**config.mk**
```make
export PLATFORM = sky130hd
export DESIGN_NAME = disp_fill_median
export DESIGN_NICKNAME = d
export VERILOG_FILES = /design/src/rtl/pp_pkg.sv /design/src/rtl/disp_lane_fill.sv /design/src/rtl/disp_fill_median.sv
export SDC_FILE = /design/constraint.sdc
export NUM_CORES = 1
export LEC_CHECK = 0
export BUFFER_PORTS_ARGS = -buffer_cell sky130_fd_sc_hd__buf_2
export CAP_MARGIN = 30
export CORE_MARGIN = 4
export CORE_UTILIZATION = 35
export CTS_BUF_LIST = sky130_fd_sc_hd__clkbuf_4
export CTS_CLUSTER_DIAMETER = 50
export CTS_CLUSTER_SIZE = 16
export DETAILED_ROUTE_END_ITERATION = 16
export PLACE_DENSITY = 0.59
export SYNTH_ARGS = -nofsm -noshare
export SYNTH_HDL_FRONTEND = slang
export SYNTH_SLANG_ARGS = --single-unit
export TNS_END_PERCENT = 20
```
**constraint.sdc**
```tcl
create_clock -name clk -period 6.15 [get_ports clk]
set_input_delay 0.3075 -clock clk [delete_from_list [all_inputs] [get_ports clk]]
set_output_delay 0.3075 -clock clk [all_outputs]
set_load 0.1 [all_outputs]
```
**src/rtl/pp_pkg.sv**
```systemverilog
// Shared definitions for the disparity post-processing chain: lane layout,
// lane indices and the median-of-3 selector.
package pp_pkg;

    localparam int L45  = 0;
    localparam int L90  = 1;
    localparam int L135 = 2;

    // Widest disparity the median selector handles; callers zero-extend.
    localparam int MW = 16;

    function automatic int mismatch_bit(input int dwidth);
        return dwidth + 1;
    endfunction

    function automatic int occl_bit(input int dwidth);
        return dwidth;
    endfunction

    // Returns which operand (0=a, 1=b, 2=c) is the unsigned median; ties
    // land on an operand equal to the median value.
    function automatic logic [1:0] median3_sel(input logic [MW-1:0] a,
                                               input logic [MW-1:0] b,
                                               input logic [MW-1:0] c);
        if ((a >= b && a <= c) || (a <= b && a >= c))
            return 2'd0;
        else if ((b >= a && b <= c) || (b <= a && b >= c))
            return 2'd1;
        else
            return 2'd2;
    endfunction

endpackage

```
**src/rtl/disp_lane_fill.sv**
```systemverilog
// One direction lane: remembers the last valid disparity of the current line
// and substitutes it for flagged pixels.
module disp_lane_fill
    import pp_pkg::*;
#(
    parameter int DWIDTH = 7
) (
    input  logic              clk,
    input  logic              rst,
    input  logic              clken,
    input  logic              din_valid,
    input  logic              col_zero,
    input  logic [DWIDTH+1:0] lane,
    output logic [DWIDTH-1:0] filled,
    output logic              flagged
);

    localparam int MIS_BIT = mismatch_bit(DWIDTH);
    localparam int OCC_BIT = occl_bit(DWIDTH);

    logic [DWIDTH-1:0] last_valid;

    assign flagged = lane[MIS_BIT] | lane[OCC_BIT];

    // At column 0 the stored value belongs to the previous line, so use 0.
    assign filled = !flagged ? lane[DWIDTH-1:0] :
                    (col_zero ? '0 : last_valid);

    always_ff @(posedge clk or negedge rst) begin
        if (!rst)
            last_valid <= '0;
        else if (clken && din_valid && !flagged)
            last_valid <= lane[DWIDTH-1:0];
    end

endmodule

```
**src/rtl/disp_fill_median.sv**
```systemverilog
// Per-lane hole fill, median-of-3 lane fusion and per-line hole statistics.
// Define DISP_HMEDIAN_EN to add a causal 3-tap horizontal median stage.
module disp_fill_median
    import pp_pkg::*;
#(
    parameter int DWIDTH    = 7,
    parameter int IMG_WIDTH = 640
) (
    input  logic                           clk,
    input  logic                           rst,
    input  logic                           clken,
    input  logic [3*DWIDTH+5:0]            din_overall,
    input  logic                           din_valid,
    output logic [DWIDTH-1:0]              dout,
    output logic                           dout_hole,
    output logic                           dout_valid,
    output logic                           dout_eol,
    output logic [$clog2(IMG_WIDTH):0]     line_hole_cnt,
    output logic                           line_stat_valid
);

    localparam int CW = $clog2(IMG_WIDTH);
    localparam int AW = CW + 1;
    localparam int LW = DWIDTH + 2;

    function automatic logic [DWIDTH-1:0] med(input logic [DWIDTH-1:0] a,
                                              input logic [DWIDTH-1:0] b,
                                              input logic [DWIDTH-1:0] c);
        case (median3_sel(MW'(a), MW'(b), MW'(c)))
            2'd0:    return a;
            2'd1:    return b;
            default: return c;
        endcase
    endfunction

    logic          accept;
    logic [CW-1:0] col;
    logic          col_zero;
    logic          eol;

    assign accept   = clken & din_valid;
    assign col_zero = (col == '0);
    assign eol      = (col == CW'(IMG_WIDTH - 1));

    always_ff @(posedge clk or negedge rst) begin
        if (!rst)
            col <= '0;
        else if (accept)
            col <= eol ? '0 : col + 1'b1;
    end

    // Lane index i sits at din_overall[i*LW +: LW] (L45 lowest, L135 highest).
    logic [DWIDTH-1:0] filled [3];
    logic [2:0]        flagged;

    for (genvar i = 0; i < 3; i++) begin : g_lane
        disp_lane_fill #(.DWIDTH(DWIDTH)) u_fill (
            .clk       (clk),
            .rst       (rst),
            .clken     (clken),
            .din_valid (din_valid),
            .col_zero  (col_zero),
            .lane      (din_overall[i*LW +: LW]),
            .filled    (filled[i]),
            .flagged   (flagged[i])
        );
    end

    logic              s1_valid;
    logic [DWIDTH-1:0] s1_fill [3];
    logic              s1_hole;
    logic              s1_eol;

    always_ff @(posedge clk or negedge rst) begin
        if (!rst) begin
            s1_valid <= 1'b0;
            s1_fill  <= '{default: '0};
            s1_hole  <= 1'b0;
            s1_eol   <= 1'b0;
        end else if (clken) begin
            s1_valid <= din_valid;
            if (din_valid) begin
                s1_fill <= filled;
                s1_hole <= &flagged;
                s1_eol  <= eol;
            end
        end
    end

    logic [DWIDTH-1:0] fused;
    assign fused = med(s1_fill[L45], s1_fill[L90], s1_fill[L135]);

    logic              o_valid;
    logic [DWIDTH-1:0] o_dat;
    logic              o_hole;
    logic              o_eol;

`ifdef DISP_HMEDIAN_EN
    logic              s1_first;
    logic              s2_valid;
    logic [DWIDTH-1:0] s2_fused;
    logic              s2_hole;
    logic              s2_eol;
    logic              s2_first;
    logic [DWIDTH-1:0] h1;
    logic [DWIDTH-1:0] h2;
    logic [DWIDTH-1:0] tap1;
    logic [DWIDTH-1:0] tap2;

    // First pixel of a line replicates itself into both history taps.
    assign tap1 = s2_first ? s2_fused : h1;
    assign tap2 = s2_first ? s2_fused : h2;

    always_ff @(posedge clk or negedge rst) begin
        if (!rst) begin
            s1_first <= 1'b0;
            s2_valid <= 1'b0;
            s2_fused <= '0;
            s2_hole  <= 1'b0;
            s2_eol   <= 1'b0;
            s2_first <= 1'b0;
            h1       <= '0;
            h2       <= '0;
        end else if (clken) begin
            if (din_valid)
                s1_first <= col_zero;
            s2_valid <= s1_valid;
            if (s1_valid) begin
                s2_fused <= fused;
                s2_hole  <= s1_hole;
                s2_eol   <= s1_eol;
                s2_first <= s1_first;
            end
            if (s2_valid) begin
                h2 <= tap1;
                h1 <= s2_fused;
            end
        end
    end

    assign o_valid = s2_valid;
    assign o_dat   = med(tap2, tap1, s2_fused);
    assign o_hole  = s2_hole;
    assign o_eol   = s2_eol;
`else
    assign o_valid = s1_valid;
    assign o_dat   = fused;
    assign o_hole  = s1_hole;
    assign o_eol   = s1_eol;
`endif

    logic [AW-1:0] acc;

    always_ff @(posedge clk or negedge rst) begin
        if (!rst) begin
            dout            <= '0;
            dout_hole       <= 1'b0;
            dout_valid      <= 1'b0;
            dout_eol        <= 1'b0;
            line_hole_cnt   <= '0;
            line_stat_valid <= 1'b0;
            acc             <= '0;
        end else if (clken) begin
            dout_valid      <= o_valid;
            line_stat_valid <= 1'b0;
            if (o_valid) begin
                dout      <= o_dat;
                dout_hole <= o_hole;
                dout_eol  <= o_eol;
                if (o_eol) begin
                    line_hole_cnt   <= acc + AW'(o_hole);
                    line_stat_valid <= 1'b1;
                    acc             <= '0;
                end else begin
                    acc <= acc + AW'(o_hole);
                end
            end
        end
    end

endmodule

```
==> results.toml <==
[critical_path]
arrival_ps = 2720
required_ps = 6450
crit_fanout = 7
crit_path_category = "register to register"
rr_worst_depth = 8
worstSetupStartpointType = "register"
worst_setup_path_end_kind = "register"

[grt]
grtUsageTotal_pct = 14.39
wire_length_of_the_first_global_routing_pass_um = 16860
globalRoute.totalOverflow = 0
pin_count_of_the_biggest_net_entering_global_routing = 69
first_global_vias = 3423
antenna_found_initial = 1

[routing]
drt_iter0_markers = 203
routed_wire_length_per_instance_um = 14.52
drc_errors = 0
final_antenna_net_count = 0
vias_per_cell = 5.026
wirelength_um = 9930
drt_pass_1_iters = 5
route.vias.total = 3438

[synthesis]
largest_family_of_logic_cells_by_synthesized_area = "simple AND/OR/NAND/NOR gates"
most_instantiated_flip_flop_cell_in_the_synthesis_netlist = "sky130_fd_sc_hd__dfrtp_1"
synthMuxAreaShare_pct = 7.371
yosys.area.top_type_share_pct = 49.33
synth_fp_nets = 520
yosys-top-cells-area = "sky130_fd_sc_hd__dfrtp_1 (49%), sky130_fd_sc_hd__ha_1 (7.0%), sky130_fd_sc_hd__nand2_1 (6.6%), sky130_fd_sc_hd__mux2_2 (5.8%), sky130_fd_sc_hd__nor2_1 (3.6%)"
synth.yosys.seq_area_share_pct = 49.33
avgSynthCellArea_um2 = 9.621
syn_area_mm2 = 0.004464
compound_gate_fraction_of_synth_area_pct = 11.43
synth_edf_count = 0
synth.distinct_cells = 38
synth.yosys.warnings = 0
synth_fa_ha_area_share_pct = 7.007
synth-simple-area-share_pct = 18.13
cell_taking_the_most_area_after_synthesis = "sky130_fd_sc_hd__dfrtp_1"
synth_seq_cells = 88
netlist_instances = 464
synth_xor_xnor_area_share_pct = 3.335
async_reset_ff_share_pct = 100.0

[sta]
timing_worst_slew_pin_value_ps = 867.4
clock_skew_ps = 18.92
final_max_slew_viol_count = 0
hold_viol = 0
rsz0062_at_grt = "no"
finalSetupViolCount = 0
slew_headroom_pct = 42.17
finalWorstPathRequiredPeriod_ps = 2417
maxClockFrequency_ghz = 0.4137
setup-tns-final_ps = 0
layout_worst_path_cycle_share_pct = 39.31
layout_setup_ws_ps = 3733

[clocking]
clk_pin_slew_worst_paths_ps = 140
cts_inserted_buffers = 9
cts_max_path_buffers = 2
clkSinkCount = 88
post_cts_buffers = 0
root_buffer = "sky130_fd_sc_hd__clkbuf_4"
tritoncts = "done"
ctsHtreeMaxLevel = 3
worstSkewPairLatency_ps = 450

[final_layout]
area_growth_syn_to_layout_pct = 11.66
mostFrequentLayoutCell = "sky130_fd_sc_hd__dfrtp_1"
final_cell_mix = "sky130_fd_sc_hd__dfrtp_1 (88), sky130_fd_sc_hd__nand2_1 (79), sky130_fd_sc_hd__buf_2 (51)"
drive_gt1_share_pct = 19.03
post-route-cell-area_mm2 = 0.004985
final_util_pct = 40.65
nets = 567

[hold_path]
holdCritPathClass = "input port to register"
whs_path_depth = 2

[floorplan]
rows = 40
floorplan.io_pins = 53
die_area_mm2 = 0.01463
core-area_mm2 = 0.01226
initial_utilization_pct = 36.41
chipHeight_um = 120.9
die_width_um = 120.9

[flow_run]
maxCapViolCount = 0

[outcome]
status = "finished clean"

[pwr]
maximum_vdd_drop_mv = 0.1120
power.leakage_nw = 2.287
total_power_mw = 1.708
power_density_mw_per_mm2 = 342.7

[placement]
io_buffers = 52
gpl.final_weighted_congestion = 0.9130
placement.cell_area_mm2 = 0.004872
dp_slack_ps = 3760
dp.final_hpwl_um = 7403
flip-flops by register name (all words and copies together) (netlist names):
name,flops
o_valid,1
dout_hole,1
acc,11
o_eol,1
col,10
s1_fill,21
dout_valid,1
g_lane.u_fill.last_valid,21
line_hole_cnt,11
dout_eol,1
dout,7
o_hole,1
line_stat_valid,1
final cells by class:
cell class / instances / area [um^2]
fillers: 1241 / 7277
flip-flops and latches: 88 / 2202
multi-input cells: 338 / 2111
repair buffers: 55 / 287.8
well taps: 168 / 210.2
clock buffers: 10 / 75.07
inverters: 19 / 71.32
clock inverters: 5 / 25.02
diodes: 1 / 2.502
routing by layer:
metal / global-route usage, % / share of wire (%)
met1: 20.18 / 50
met3: 3.217 / 4.0
met4: 5.312 / 1.4
met2: 21.74 / 45
met5: 0 / 0
synth_stat cells (all sizes together) (4+ instances only):
cell type	n
dfrtp	88
nand2	80
nor2	43
nand3	31
o21ai	31
ha	25
a31oi	23
mux2	23
inv	19
clkbuf	18
a21oi	11
xnor2	11
mux2i	7
o221ai	7
nand3b	6
xor2	6
nand4	5
and3	4
nor3	4
power breakdown:
group	internal, mW	total, mW	switching (mW)
clock network	0.0819	0.271	0.190
logic	0.218	0.658	0.440
registers	0.684	0.779	0.0951
per-stage QoR:
step | instances | hold WS, ps
after floorplan | 464 | 11.91
after global placement | 667 | 203.5
after detailed placement | 667 | 206.2
after CTS | 683 | 58.97
after global routing | 684 | 70.37
final | 684 | 96.39
kinds of logic (layout without fill, tap and decap cells):
logic type / after synthesis / count (layout)
mux: 30 / 30
other cells: 0 / 1
compound gates: 83 / 83
flops: 88 / 88
simple gates: 183 / 183
fa+ha+maj: 25 / 25
xor+xnor: 17 / 17
buf+inv: 38 / 89
critical path: stages (launching register included):
cell	delay, ps
sky130_fd_sc_hd__dfrtp_1	430
sky130_fd_sc_hd__inv_1	90
sky130_fd_sc_hd__ha_1	330
sky130_fd_sc_hd__a21oi_1	140
sky130_fd_sc_hd__a21oi_1	80
sky130_fd_sc_hd__nor3_1	210
sky130_fd_sc_hd__xor2_1	120
sky130_fd_sc_hd__nor3_1	640
sky130_fd_sc_hd__o221ai_1	220
final timing paths:
path | start | to | slack [ps]
min in group asynchronous | rst | dout[0]$_DFFE_PN0P_ | 260
max in group asynchronous | rst | s1_fill[15]$_DFFE_PN0P_ | 4730
worst max-delay path | s1_fill[2]$_DFFE_PN0P_ | dout[6]$_DFFE_PN0P_ | 3730
worst min register to register | dout_hole$_DFFE_PN0P_ | dout_hole$_DFFE_PN0P_ | 480
worst min-delay path | din_overall[18] | g_lane[2].u_fill.last_valid[0]$_DFFE_PN0P_ | 100
worst max register to register | s1_fill[2]$_DFFE_PN0P_ | dout[6]$_DFFE_PN0P_ | 3730
repair_timing:
action / 4_1_cts / 5_1_grt
gates resized for setup: 0 / 0
hold endpoints to repair: 20 / 0
hold buffers: 1 / 0
No activity file was read; power rests on OpenSTA's default activity.
